`config.mk`:
```
export PLATFORM = sky130hd
export DESIGN_NAME = video_tx_timing_gen
export DESIGN_NICKNAME = d
export VERILOG_FILES = /design/src/rtl/video_tx_timing_gen.sv
export SDC_FILE = /design/constraint.sdc
export NUM_CORES = 1
export LEC_CHECK = 0
export CORE_MARGIN = 10
export CORE_UTILIZATION = 49
export CTS_CLUSTER_SIZE = 24
export DETAILED_ROUTE_END_ITERATION = 10
export GPL_TIMING_DRIVEN = 0
export PLACE_DENSITY_LB_ADDON = 0.15
export SYNTH_ARGS = -nofsm -noshare
export SYNTH_HDL_FRONTEND = slang
export SYNTH_SLANG_ARGS = --single-unit
```
`constraint.sdc`:
```
create_clock -name PCLK_i -period 9.5 [get_ports PCLK_i]
set_clock_uncertainty 0.15 [all_clocks]
set_input_delay 1.9 -clock PCLK_i [delete_from_list [all_inputs] [get_ports PCLK_i]]
set_output_delay 1.9 -clock PCLK_i [all_outputs]
set_load 0.02 [all_outputs]
```
`src/rtl/video_tx_timing_gen.sv`:
```
// video_tx_timing_gen: HDMI TX sync/DE/FID timing with pixel request and
// return-data alignment through a configurable-depth delay line.
module video_tx_timing_gen #(
   parameter int PIPELINE_DEPTH = 2
) (
   input  logic        PCLK_i,
   input  logic        reset_n,
   input  logic [31:0] hv_out_config,
   input  logic [31:0] hv_out_config2,
   input  logic [31:0] hv_out_config3,
   input  logic        vsync_lock_i,
   input  logic [7:0]  R_i,
   input  logic [7:0]  G_i,
   input  logic [7:0]  B_i,
   output logic [7:0]  R_o,
   output logic [7:0]  G_o,
   output logic [7:0]  B_o,
   output logic        HSYNC_o,
   output logic        VSYNC_o,
   output logic        DE_o,
   output logic        FID_o,
   output logic        de_req_o,
   output logic [10:0] xpos_o,
   output logic [10:0] ypos_o,
   output logic        sof_o
);
   localparam int LAST = PIPELINE_DEPTH - 1;
   logic [11:0] h_total, h_active, h_synclen, h_bp, v_total, v_active, v_synclen, v_bp, v_sof;
   logic [11:0] h_cnt, v_cnt, v_len, h_half, h_start, v_start;
   logic [12:0] h_end, v_end;
   logic        interlaced, fid, fid_out, even, h_deg, v_deg, h_wrap, v_wrap;
   logic        vs_even_low, hs, vs, de, sof;
   logic [3:0]  dly [PIPELINE_DEPTH];
   logic        unused_cfg;
   assign h_total    = hv_out_config[11:0];
   assign h_active   = hv_out_config[23:12];
   assign h_synclen  = {4'd0, hv_out_config[31:24]};
   assign h_bp       = {3'd0, hv_out_config2[8:0]};
   assign v_total    = {1'b0, hv_out_config2[19:9]};
   assign v_active   = {1'b0, hv_out_config2[30:20]};
   assign interlaced = hv_out_config2[31];
   assign v_synclen  = {8'd0, hv_out_config3[3:0]};
   assign v_bp       = {3'd0, hv_out_config3[12:4]};
   assign v_sof      = {1'b0, hv_out_config3[23:13]};
   assign unused_cfg = ^hv_out_config3[31:24];
   always_comb begin
      h_deg       = h_total < 12'd2;
      v_deg       = v_total < 12'd2;
      h_wrap      = h_deg || h_cnt >= h_total - 12'd1;
      v_len       = !interlaced ? v_total : fid ? (v_total + 12'd1) >> 1 : v_total >> 1;
      v_wrap      = v_deg || v_cnt >= v_len - 12'd1;
      h_half      = h_total >> 1;
      h_start     = h_synclen + h_bp;
      v_start     = v_synclen + v_bp;
      h_end       = {1'b0, h_start} + {1'b0, h_active};
      v_end       = {1'b0, v_start} + {1'b0, v_active};
      even        = interlaced && !fid;
      // even-field vsync spans half-line to half-line so the sink can tell field order
      vs_even_low = (v_cnt < v_synclen && (v_cnt != 12'd0 || h_cnt >= h_half)) ||
                    (v_cnt == v_synclen && v_synclen != 12'd0 && h_cnt < h_half);
      hs          = h_cnt >= h_synclen;
      vs          = even ? !vs_even_low : v_cnt >= v_synclen;
      de          = !h_deg && !v_deg && h_cnt >= h_start && {1'b0, h_cnt} < h_end &&
                    v_cnt >= v_start && {1'b0, v_cnt} < v_end;
      fid_out     = !interlaced || fid;
      sof         = !h_deg && h_cnt == 12'd0 && v_cnt == v_sof && fid_out;
   end
   assign de_req_o = de;
   assign xpos_o   = de ? h_cnt[10:0] - h_start[10:0] : 11'd0;
   assign ypos_o   = de ? v_cnt[10:0] - v_start[10:0] : 11'd0;
   always_ff @(posedge PCLK_i or negedge reset_n) begin
      if (!reset_n) begin
         h_cnt <= '0;
         v_cnt <= '0;
         fid   <= 1'b1;
      end else if (vsync_lock_i) begin
         h_cnt <= '0;
         v_cnt <= '0;
         fid   <= 1'b1;
      end else if (h_wrap) begin
         h_cnt <= '0;
         if (!h_deg && v_wrap) begin
            v_cnt <= '0;
            fid   <= interlaced && !v_deg ? !fid : 1'b1;
         end else if (!h_deg) begin
            v_cnt <= v_cnt + 12'd1;
         end
      end else begin
         h_cnt <= h_cnt + 12'd1;
      end
   end
   // delay line entries are {hs, vs, de, fid}; idle = syncs high, DE low, odd field
   always_ff @(posedge PCLK_i or negedge reset_n) begin
      if (!reset_n) begin
         for (int i = 0; i < PIPELINE_DEPTH; i++) dly[i] <= 4'b1101;
         {HSYNC_o, VSYNC_o, DE_o, FID_o} <= 4'b1101;
         R_o   <= '0;
         G_o   <= '0;
         B_o   <= '0;
         sof_o <= 1'b0;
      end else begin
         dly[0] <= {hs, vs, de, fid_out};
         for (int i = 1; i < PIPELINE_DEPTH; i++) dly[i] <= dly[i-1];
         {HSYNC_o, VSYNC_o, DE_o, FID_o} <= dly[LAST];
         R_o   <= dly[LAST][1] ? R_i : 8'd0;
         G_o   <= dly[LAST][1] ? G_i : 8'd0;
         B_o   <= dly[LAST][1] ? B_i : 8'd0;
         sof_o <= sof;
      end
   end
endmodule

```
# ---- Word-level counts from Yosys, hierarchy flattened
# Index checks and enable logic that the tools add are counted.
dict set report totals {
  regBits 62
  latch_bits 0
  ramBits 0
  rom_bits 0
  in_bits 123
  output_inout_bits 52
  elab_cells 89
  mem_count 0
}
dict set report op_classes {
  addsub 11
  n_mul 0
  n_div 0
  n_lt_le_gt_ge 13
  n_eq_ne 3
  shift 0
  mux 18
  bitwise 0
  reduce_logical 31
}
# cell count
set op_table {}
lappend op_table {{12-bit 2-to-1 mux} 6}
lappend op_table {{11-bit 2-to-1 mux} 4}
lappend op_table {{12-bit by 1-bit adder with 12-bit output (second input constant)} 2}
lappend op_table {{12-bit by 10-bit greater-or-equal comparator with 1-bit output} 2}
lappend op_table {{12-bit greater-or-equal comparator} 2}
lappend op_table {{8-bit 2-to-1 mux} 3}
lappend op_table {{12-bit nonzero test} 2}
lappend op_table {{11-bit by 10-bit subtractor with 11-bit output} 2}
lappend op_table {{1-bit logical AND} 14}
lappend op_table {{10-bit by 12-bit adder with 13-bit output} 1}
lappend op_table {{12-bit by 13-bit < comparator with 1-bit output} 1}
lappend op_table {{10-bit by 11-bit adder with 12-bit output} 1}
lappend op_table {{11-bit by 1-bit adder with 12-bit output (second input constant)} 1}
lappend op_table {{12-bit by 11-bit == test with 1-bit output} 1}
lappend op_table {{12-bit by 4-bit == test with 1-bit output} 1}
lappend op_table {{12-bit by 11-bit greater-or-equal comparator with 1-bit output} 1}
lappend op_table {{12-bit by 4-bit greater-or-equal comparator with 1-bit output} 1}
lappend op_table {{12-bit by 8-bit greater-or-equal comparator with 1-bit output} 1}
lappend op_table {{12-bit logical NOT} 1}
lappend op_table {{12-bit by 11-bit < comparator with 1-bit output} 1}
lappend op_table {{12-bit < comparator} 1}
lappend op_table {{12-bit by 2-bit < comparator with 1-bit output (second input constant)} 1}
lappend op_table {{12-bit by 4-bit < comparator with 1-bit output} 1}
lappend op_table {{11-bit by 1-bit subtractor with 12-bit output (second input constant)} 1}
lappend op_table {{other kinds (10)} 24}

# ---- Longest topological paths before layout
# Gate-level depths: netlist (run 1).
dict set report logic_depth {
  word_depth 10
  ltp_mapped 22
  mapped_depth_nobuf 21
}

# ---- Least setup slack after synthesis (run 1)
# Ideal clock, no wire load.
dict set report synth_timing {
  kind {in2out}
  startpoint {input hv_out_config[24]}
  endpoint {output ypos_o[5]}
  arrival_ns 6.318
  t_required_ns 7.450
  slack_ns 1.132
  cell_stages 21
  n_path_buf 1
  path_cell_list {ha_1 fa_1 a21o_1 a21oi_1 o21bai_1 a2111oi_0 nor3_1 xor2_1 ha_1 and3_1 a21oi_1 o21ai_1 nor2_1 xor2_1 ha_1 o21ai_0 o21ai_0 a21oi_1 a311oi_4 buf_4 nor4b_1}
}
dict set report synth_via {
  elab_chain_len 7
  word_cells_on_any_way 9
  cone_classes {add/sub: 2; order compare: 2; mux: 1; reduce/logical: 4}
}
# item line_no
set synth_lines {}
lappend synth_lines {{start: declaration} 8} ;# input logic [31:0] hv_out_config,
lappend synth_lines {{8-bit by 9-bit adder with 10-bit output *} 53} ;# h_start = h_synclen + h_bp;
lappend synth_lines {{10-bit by 12-bit adder with 13-bit output or 12-bit by 10-bit greater-or-equal comparator with 1-bit output (tied branches)} {55, 63}}
lappend synth_lines {{12-bit by 13-bit < comparator with 1-bit output or 1-bit logical AND (tied branches)} 63} ;# de = !h_deg && !v_deg && h_cnt >= h_start && {1'b0, h_cnt} < h_end &&
lappend synth_lines {{1-bit logical AND * (2 in series)} 63}
lappend synth_lines {{1-bit logical AND *} 64} ;# v_cnt >= v_start && {1'b0, v_cnt} < v_end;
lappend synth_lines {{11-bit 2-to-1 mux *} 70} ;# assign ypos_o = de ? v_cnt[10:0] - v_start[10:0] : 11'd0;
lappend synth_lines {{end: declaration} 24} ;# output logic [10:0] ypos_o,
# Every way passes the cells marked *; elsewhere a longest branch is shown, timed or not.

# ---- Final worst setup path (run 1)
dict set report layout_timing {
  startpoint {input hv_out_config[24]}
  endpoint {output ypos_o[10]}
}
# Same word-level chain as after synthesis.

==> flow_summary.ini, run 1 <==
[timing]
setup_viol = 0
final.min_clock_period_ns = 9.136
finalCritPeriodShare = 0.9616
setup_slack_ns = 0.3644
maxSlewHeadroom = 0.4486
fmax_mhz = 109.5
slew_viol_final = 0
whs_ns = 0.2024
worstMarginPinSlew_ns = 0.8195
hold_viol = 0
rsz0062_at_grt = false
setup-tns-final_ns = 0

[pwr]
finalPower_mw = 1.066
p_per_area_nw_per_um2 = 107.2
p_seq_frac = 0.271
switching_share = 0.3382
ir_drop_mv = 0.07833
power_frac_comb = 0.415
power.switching_mw = 0.3606
leakage_nw = 4.822
clkPwrFrac = 0.314
intPower_mw = 0.7055

[cells_and_area]
seqCellArea_um2 = 1564
final_common_cell = clkdlybuf4s50_1
fin_nets = 1322
layout_common_cells = clkdlybuf4s50_1, ha_1, inv_1
fillers = 1338
multi_input_area_um2 = 5792
area_growth_pct = 29.10
drive_gt1_frac = 0.07505
diodes = 0

[critical_path]
crit_path_end_kind = primary output
arrival_ns = 7.09
cp-start-kind = primary input
critical_path_class = in -> out
crit_fanout = 10
rr_worst_depth = 14
required_ns = 7.45

[synthesis]
synth_area_um2 = 7701
synth-seq-cells = 62
yosysSeqAreaShare = 0.2031
yosysWarnings = 0
syn_avg_cell_area_um2 = 8.682
synth_edf_count = 0
synth_area_leaders = ha_1, dfrtp_1, xor2_1
postSynthCellCount = 887
synth_top_cell_by_area = ha_1
syn_nets = 1148
synth.top_cell.area_share = 0.2145
synthFlopType = dfrtp_1
synthArstFlopShare = 1.000
synth.distinct_cells = 78

[placed_design]
place_ws_ns = -0.1994
placement.io_buffers = 162
dp_hpwl_mm = 17.16
place_congestion = 0.9407

[die]
dieWidth_um = 145.4
core_area_um2 = 15310
die_y_um = 145.4
dieArea_um2 = 21130
io_pins = 175
row_count = 45
initial_core_util = 0.5029

[status]
outcome = finished clean

[cts]
clk_latency_ns = 0.33
cts.htree.levels = 3
max-clock-path-buffers = 2
clock_sinks = 62
cts_tree = built
clk_pin_slew_ns = 0.05
postCtsHoldBufs = 0
cts_inserted_buffers = 9
cts-root-buf = clkbuf_16

[global_routing]
antenna_found_initial = 0
grt_max_degree = 63
grt_usage = 0.1934
grt_pass1_wl_mm = 34.82
grt.overflow.total = 0
grt_pass1_vias = 7000

[routing]
drtIter0Drc = 271
antenna_left = 0
wire_per_inst_um = 16.50
drt_wl_total_mm = 21.07
drc = 0
first_pass_iters = 4
vias = 7140
vias_per_cell = 5.591

[min_path]
whs_path_depth = 0
hold_class = reg -> reg

[job]
drv_cap = 0
layout make-up:
type                       instances  share of cell area
multi-input combinational        740              0.5826
timing repair buffer             163              0.1656
sequential                        62              0.1573
tap                              211             0.02655
clock buffer                      11             0.02542
inverter                          64             0.02416
buffer                            21             0.01271
clock inverter                     5            0.005663
registers in the layout (all words and copies together), names as in the netlist:
signal,cells
B_o,8
DE_o,1
FID_o,1
G_o,8
HSYNC_o,1
R_o,8
VSYNC_o,1
dly,8
fid,1
h_cnt,12
sof_o,1
v_cnt,12
worst paths after layout:
kind / start / slack [ns] / to
min in group asynchronous: reset_n / 1.50 / B_o[2]
setup / recovery: hv_out_config[24] / 0.36 / ypos_o[10]
setup reg to reg: fid / 5.63 / fid
hold reg to reg: dly[5] / 0.20 / dly[1]
hold / removal: dly[5] / 0.20 / dly[1]
max in group asynchronous: reset_n / 7.18 / R_o[4]
logic make-up after synthesis:
family	synth area share
multiplexers	0.006661
AO/OA/AOI/OAI	0.1963
XOR/XNOR	0.09440
buffers and inverters	0.04647
adder cells (fa/ha/maj)	0.2301
flip-flops	0.2031
AND/OR/NAND/NOR	0.2231
per-layer routing:
layer,wire (um),vias to the layer above,global-route usage,part of all wire
met3,1104,16,0.03788,0.052
met2,9769,173,0.3172,0.46
li1,-,3610,-,-
met1,9994,3341,0.2562,0.47
met4,203,0,0.04398,0.0096
met5,0,-,0,0
synthesized netlist by cell type (14+ instances only):
cell type,n
inv_1,64
xnor2_1,40
a211oi_1,14
nand3_1,25
and3_1,16
nand2_1,26
nor3_1,40
nor2b_1,15
dfrtp_1,52
nand4_1,22
o21a_1,17
nand2b_1,19
ha_1,132
nor2_1,57
o21ai_0,34
xor2_1,43
nor4_1,15
a21oi_1,42
and2_1,27
a21o_1,21
repair_timing:
item / CTS / global route
resized for setup: 9 / 28
setup endpoints to repair: 19 / 23
buffers inserted: 0 / 1
endpoints found under the hold margin: 0 / 0
pin swaps: 0 / 1
power by group through the flow:
| stage | Clock [mW] | Combinational [mW] | Sequential [mW] |
|---|---|---|---|
| 5_1_grt | 0.351 | 0.500 | 0.290 |
| 6_report | 0.335 | 0.443 | 0.289 |
| 3_5_place_dp | 0 | 0.438 | 0.293 |
| 4_1_cts | 0.340 | 0.442 | 0.289 |
| 2_1_floorplan | 0 | 0.303 | 0.291 |
| 3_3_place_gp | 0 | 0.433 | 0.293 |
worst max-delay path, stage by stage:
cell,delay [ns]
clkdlybuf4s50_1,0.46
ha_1,0.26
fa_1,0.41
a21o_1,0.19
a21oi_1,0.23
o21bai_1,0.13
a2111oi_2,0.39
nor3_1,0.14
xor2_1,0.17
ha_1,0.38
and3_1,0.18
a21oi_1,0.11
o21ai_1,0.12
nor2_1,0.17
xor2_1,0.19
ha_1,0.27
o21ai_0,0.14
o21ai_0,0.11
a21oi_2,0.18
a311oi_4,0.09
buf_6,0.19
a211oi_1,0.28
dlygate4sd2_1,0.38
per-stage QoR:
stage / instances / utilization / area [um2]
6_report: 1277 / 0.6492 / 9942
3_3_place_gp: 1260 / 0.6260 / 9587
2_1_floorplan: 887 / - / 7701
3_5_place_dp: 1260 / 0.6258 / 9584
4_1_cts: 1276 / 0.6454 / 9884
5_1_grt: 1277 / 0.6492 / 9942
Power figures use the tool's default switching activity.
==> run 2, diff against run 1 <==
--- a/config.mk
+++ b/config.mk
@@ -5,6 +5,7 @@
 export SDC_FILE = /design/constraint.sdc
 export NUM_CORES = 1
 export LEC_CHECK = 0
+export ABC_AREA = 1
 export CORE_MARGIN = 10
 export CORE_UTILIZATION = 49
 export CTS_CLUSTER_SIZE = 24
==> flow_summary.ini, run 2 <==
[critical_path]
r2r_setup_slack_ns = 6.00
worstSetupEndpoint = xpos_o[9]
arrival_ns = 6.91
crit_fanout = 10
cp-start-kind = primary input
required_ns = 7.45
rr_worst_depth = 19
crit_path_end_kind = primary output
crit_start = hv_out_config3[0]
critical_path_class = in -> out
reg2reg_to = v_cnt[1]
timing.rr.start = fid

[die]
dieWidth_um = 147.2
row_count = 46
io_pins = 175
initial_core_util = 0.4988
dieArea_um2 = 21660
die_y_um = 147.2
core_area_um2 = 15890

[synthesis]
syn_nets = 1369
synth_area_leaders = ha_1, dfrtp_1, nand2_1
synthArstFlopShare = 1.000
synth_area_um2 = 7924
synth_edf_count = 0
synth.distinct_cells = 50
synth.top_cell.area_share = 0.2084
yosysWarnings = 0
yosysSeqAreaShare = 0.1974
synthFlopType = dfrtp_1
ys_top_cells_by_count = nand2_1, inv_1, ha_1, nor2_1, a21oi_1
syn_avg_cell_area_um2 = 7.151
postSynthCellCount = 1108
synth_top_cell_by_area = ha_1
synth-seq-cells = 62
yosysMostFrequentCell = nand2_1

[routing]
wl_met1_mm = 10.56
wl_met3_mm = 1.097
vias_per_cell = 5.093
first_pass_iters = 5
drtIter0Drc = 390
met2_length_mm = 10.72
antenna_left = 0
routed.top_layer = met4
vias = 7670
wire_per_inst_um = 15.14
drt_wl_total_mm = 22.80
drc = 0

[min_path]
hold_class = reg -> reg
whs_path_depth = 0
min_from = dly[6]

[placed_design]
placed_cells = 1490
dp_hpwl_mm = 19.22
place_congestion = 0.9260
placement.io_buffers = 165
placed_cell_area_um2 = 9861

[timing]
hold_viol = 0
rsz0062_at_grt = false
whs_ns = 0.2050
slew_viol_final = 0
setup-tns-final_ns = 0
setup_viol = 0
fmax_mhz = 111.6
maxSlewHeadroom = 0.5671
worstMarginPinSlew_ns = 0.6493
final.min_clock_period_ns = 8.965
finalCritPeriodShare = 0.9436

[global_routing]
grt_pass1_vias = 7617
grt.overflow.total = 0
antenna_found_initial = 0
grt_usage = 0.2060
grt_max_degree = 35
grt_pass1_wl_mm = 37.05

[cts]
clk_latency_ns = 0.34
clock_sinks = 62
cts_tree = built
clk_pin_slew_ns = 0.06
max-clock-path-buffers = 2
cts-root-buf = clkbuf_16
postCtsSetupRepairBufs = 0
cts.htree.levels = 3
cts_inserted_buffers = 9

[job]
drv_cap = 0

[cells_and_area]
layout_common_cells = nand2_1, inv_1, clkdlybuf4s50_1
diodes = 0
fin_nets = 1546
fin_area_um2 = 10230
area_growth_pct = 29.16
drive_gt1_frac = 0.07054
top_regs = h_cnt x12, v_cnt x12
stdcell_count = 1506
final_common_cell = nand2_1

[pwr]
leakage_nw = 5.647
p_per_area_nw_per_um2 = 105.9
ir_drop_mv = 0.09417

[status]
outcome = finished clean
-- run 2: final cells by class --
cell class	instances	area [um2]
Buffer	13	83.83
Clock buffer	9	225.2
Clock inverter	7	78.83
Fill cell	1460	5650
Inverter	159	596.8
Multi-Input combinational cell	874	5692
Sequential cell	62	1564
Tap cell	216	270.3
Timing Repair Buffer	166	1724
-- run 2: worst min-delay path by stage --
stage / end / slack (ns)
6_report: dly[2] / 0.21
5_1_grt: dly[0] / 0.21
4_1_cts: dly[0] / 0.21
3_5_place_dp: dly[0] / 0.20
3_3_place_gp: dly[1] / 0.18
2_1_floorplan: dly[1] / 0.18
-- run 2: kinds of logic after synthesis --
logic type	Yosys count	synth area share
simple gates	495	0.2869
buf+inv	172	0.08590
compound gates	157	0.1134
fa+ha+maj	138	0.2236
xor+xnor	84	0.09285
flops	62	0.1974
-- run 2: critical path, cell delays in order --
cell and delay (ns):
clkdlybuf4s50_1 0.55, ha_1 0.20, inv_1 0.05, fa_1 0.42, o21ai_2 0.24, nand2_1 0.07
nor2_1 0.15, xor2_1 0.27, inv_1 0.08, ha_1 0.34, a21oi_1 0.15, o21ai_0 0.10
a21oi_1 0.22, o21ai_0 0.17, nand2_1 0.09, inv_1 0.03, o21ai_0 0.19, ha_1 0.28
a21oi_1 0.22, nand2_1 0.08, nor2_1 0.11, nand2_1 0.09, nor2_2 0.15, nand4_4 0.17
buf_6 0.21, nor2_2 0.12, dlymetal6s2s_1 0.25
-- run 2: per-stage QoR --
step | power, mW | worst slack, ns | utilization
finish | 1.084 | 0.5355 | 0.6443
global route | 1.163 | 0.1243 | 0.6443
CTS | 1.087 | 0.03595 | 0.6401
detailed placement | 0.7437 | -0.1263 | 0.6207
global placement | 0.7328 | -0.05704 | 0.6198
floorplan | 0.6012 | 1.962 | -
-- run 2: repair_timing --
action / in CTS / in global routing
endpoints found under the setup margin: 22 / 23
hold buffers: 0 / 0
pin swaps: 0 / 0
gates resized for setup: 2 / 24
-- run 2: power by group --
group	leakage, nW	internal, mW	switching, mW
clock network	0.139	0.206	0.133
logic	4.68	0.194	0.263
registers	0.827	0.277	0.0118
-- run 2: layer usage --
layer | vias up | GRT usage
li1 | 4017 | -
met1 | 3437 | 0.2558
met2 | 190 | 0.3564
met3 | 26 | 0.03962
met4 | 0 | 0.05253
met5 | - | 0
==> run 3, diff against run 2 <==
--- a/config.mk
+++ b/config.mk
@@ -12,6 +12,7 @@
 export DETAILED_ROUTE_END_ITERATION = 10
 export GPL_TIMING_DRIVEN = 0
 export PLACE_DENSITY_LB_ADDON = 0.15
+export SKIP_CTS_REPAIR_TIMING = 1
 export SYNTH_ARGS = -nofsm -noshare
 export SYNTH_HDL_FRONTEND = slang
 export SYNTH_SLANG_ARGS = --single-unit
==> flow_summary.ini, run 3 (synthesis gave the netlist of run 2 again) <==
[status]
outcome = finished clean

[critical_path]
required_ns = 7.45
cpPeakStageDelay_ns = 0.55
crit_fanout = 10
crit_top_cell = nand2_1
crit_path_end_kind = primary output
cp-start-kind = primary input
arrival_ns = 6.91
critical_path_class = in -> out
cp_slowest_cell = clkdlybuf4s50_1

[global_routing]
grt_usage = 0.2059
grt_pass1_vias = 7607
antenna_found_initial = 0
grt_pass1_wl_mm = 37.02
grt.overflow.total = 0
grt_max_degree = 35

[placed_design]
dp_hpwl_mm = 19.22
placed_cell_area_um2 = 9861
placement.io_buffers = 165
place_congestion = 0.9260
place_ws_ns = -0.1263

[cts]
cts.htree.levels = 3
cts_tree = built
cts-root-buf = clkbuf_16
clk_latency_ns = 0.34
clock_sinks = 62
max-clock-path-buffers = 2
clk_pin_slew_ns = 0.06
cts_inserted_buffers = 9

[cells_and_area]
fin_area_um2 = 10230
layout_common_cells = nand2_1, inv_1, clkdlybuf4s50_1
drive_gt1_frac = 0.07054
top_regs = h_cnt x12, v_cnt x12
diodes = 0
final_util = 0.6443
final_common_cell = nand2_1
fin_nets = 1546
fillers = 1460
area_growth_pct = 29.16

[routing]
drc = 0
vias_per_cell = 5.098
first_pass_iters = 5
drt_wl_total_mm = 22.81
vias = 7677
antenna_left = 0
wire_per_inst_um = 15.15
drtIter0Drc = 405

[pwr]
leakage_nw = 5.647
switching_share = 0.3760
ir_drop_mv = 0.09431
intPower_mw = 0.6764
power_frac_comb = 0.421
clkPwrFrac = 0.312
p_seq_frac = 0.266
p_per_area_nw_per_um2 = 105.9
power.switching_mw = 0.4076

[timing]
rsz0062_at_grt = false
setup_slack_ns = 0.5440
worstMarginPinSlew_ns = 0.6488
setup-tns-final_ns = 0
final.min_clock_period_ns = 8.956
maxSlewHeadroom = 0.5675
setup_viol = 0
hold_viol = 0
fmax_mhz = 111.7
finalCritPeriodShare = 0.9427
slew_viol_final = 0

[job]
drv_cap = 0

[min_path]
hold_class = reg -> reg

[die]
die_y_um = 147.2
dieWidth_um = 147.2
row_count = 46
io_pins = 175
initial_core_util = 0.4988
dieArea_um2 = 21660
core_area_um2 = 15890
[run 3: worst max-delay path: cells and delay by family]
kind            cells  cell delay, ns
buf+inv             6            1.17
compound gates      7            1.27
xor+xnor            1            0.27
simple gates        9            1.03
fa+ha+maj           4            1.24
[run 3: power groups by stage]
stage	logic, mW	registers [mW]	clock network [mW]
6_report	0.457	0.289	0.338
5_1_grt	0.518	0.290	0.355
4_1_cts	0.456	0.289	0.343
3_5_place_dp	0.451	0.293	0
3_3_place_gp	0.440	0.293	0
2_1_floorplan	0.311	0.290	0
[run 3: stage by stage]
| stage | total power, mW | hold slack, ns | std cells |
|---|---|---|---|
| final | 1.084 | 0.2050 | 1506 |
| after global placement | 0.7328 | 0.1833 | 1489 |
| after detailed placement | 0.7437 | 0.1969 | 1490 |
| after floorplan | 0.6012 | 0.1812 | 1108 |
| after CTS | 1.087 | 0.2055 | 1506 |
| after global routing | 1.163 | 0.2098 | 1506 |
[run 3: worst paths after layout]
path                                         from         to  slack (ns)  cells past startpoint
worst max register to register                fid   v_cnt[1]        6.00                     19
worst max-delay path            hv_out_config3[0]  xpos_o[9]        0.54                     27
min in group asynchronous                 reset_n     G_o[7]        1.44                      1
worst min-delay path                       dly[6]     dly[2]        0.21                      0
max in group asynchronous                 reset_n        fid        7.08                      2
worst min register to register             dly[6]     dly[2]        0.21                      0
[run 3: routing by layer]
layer  global-route usage  part of all wire  up-vias
li1                     -                 -     4016
met1               0.2558              0.46     3438
met2               0.3560              0.47      200
met3              0.03962             0.050       23
met4              0.05302             0.017        0
met5                    0                 0        -
[run 3: final cells by class]
type / count / area [um2] / area share
clock buffers: 9 / 225.2 / 0.02200
repair buffers: 166 / 1724 / 0.1685
flip-flops and latches: 62 / 1564 / 0.1528
plain buffers: 13 / 83.83 / 0.008191
inverters: 159 / 596.8 / 0.05831
clock inverters: 7 / 78.83 / 0.007702
well taps: 216 / 270.3 / 0.02641
multi-input cells: 874 / 5692 / 0.5561
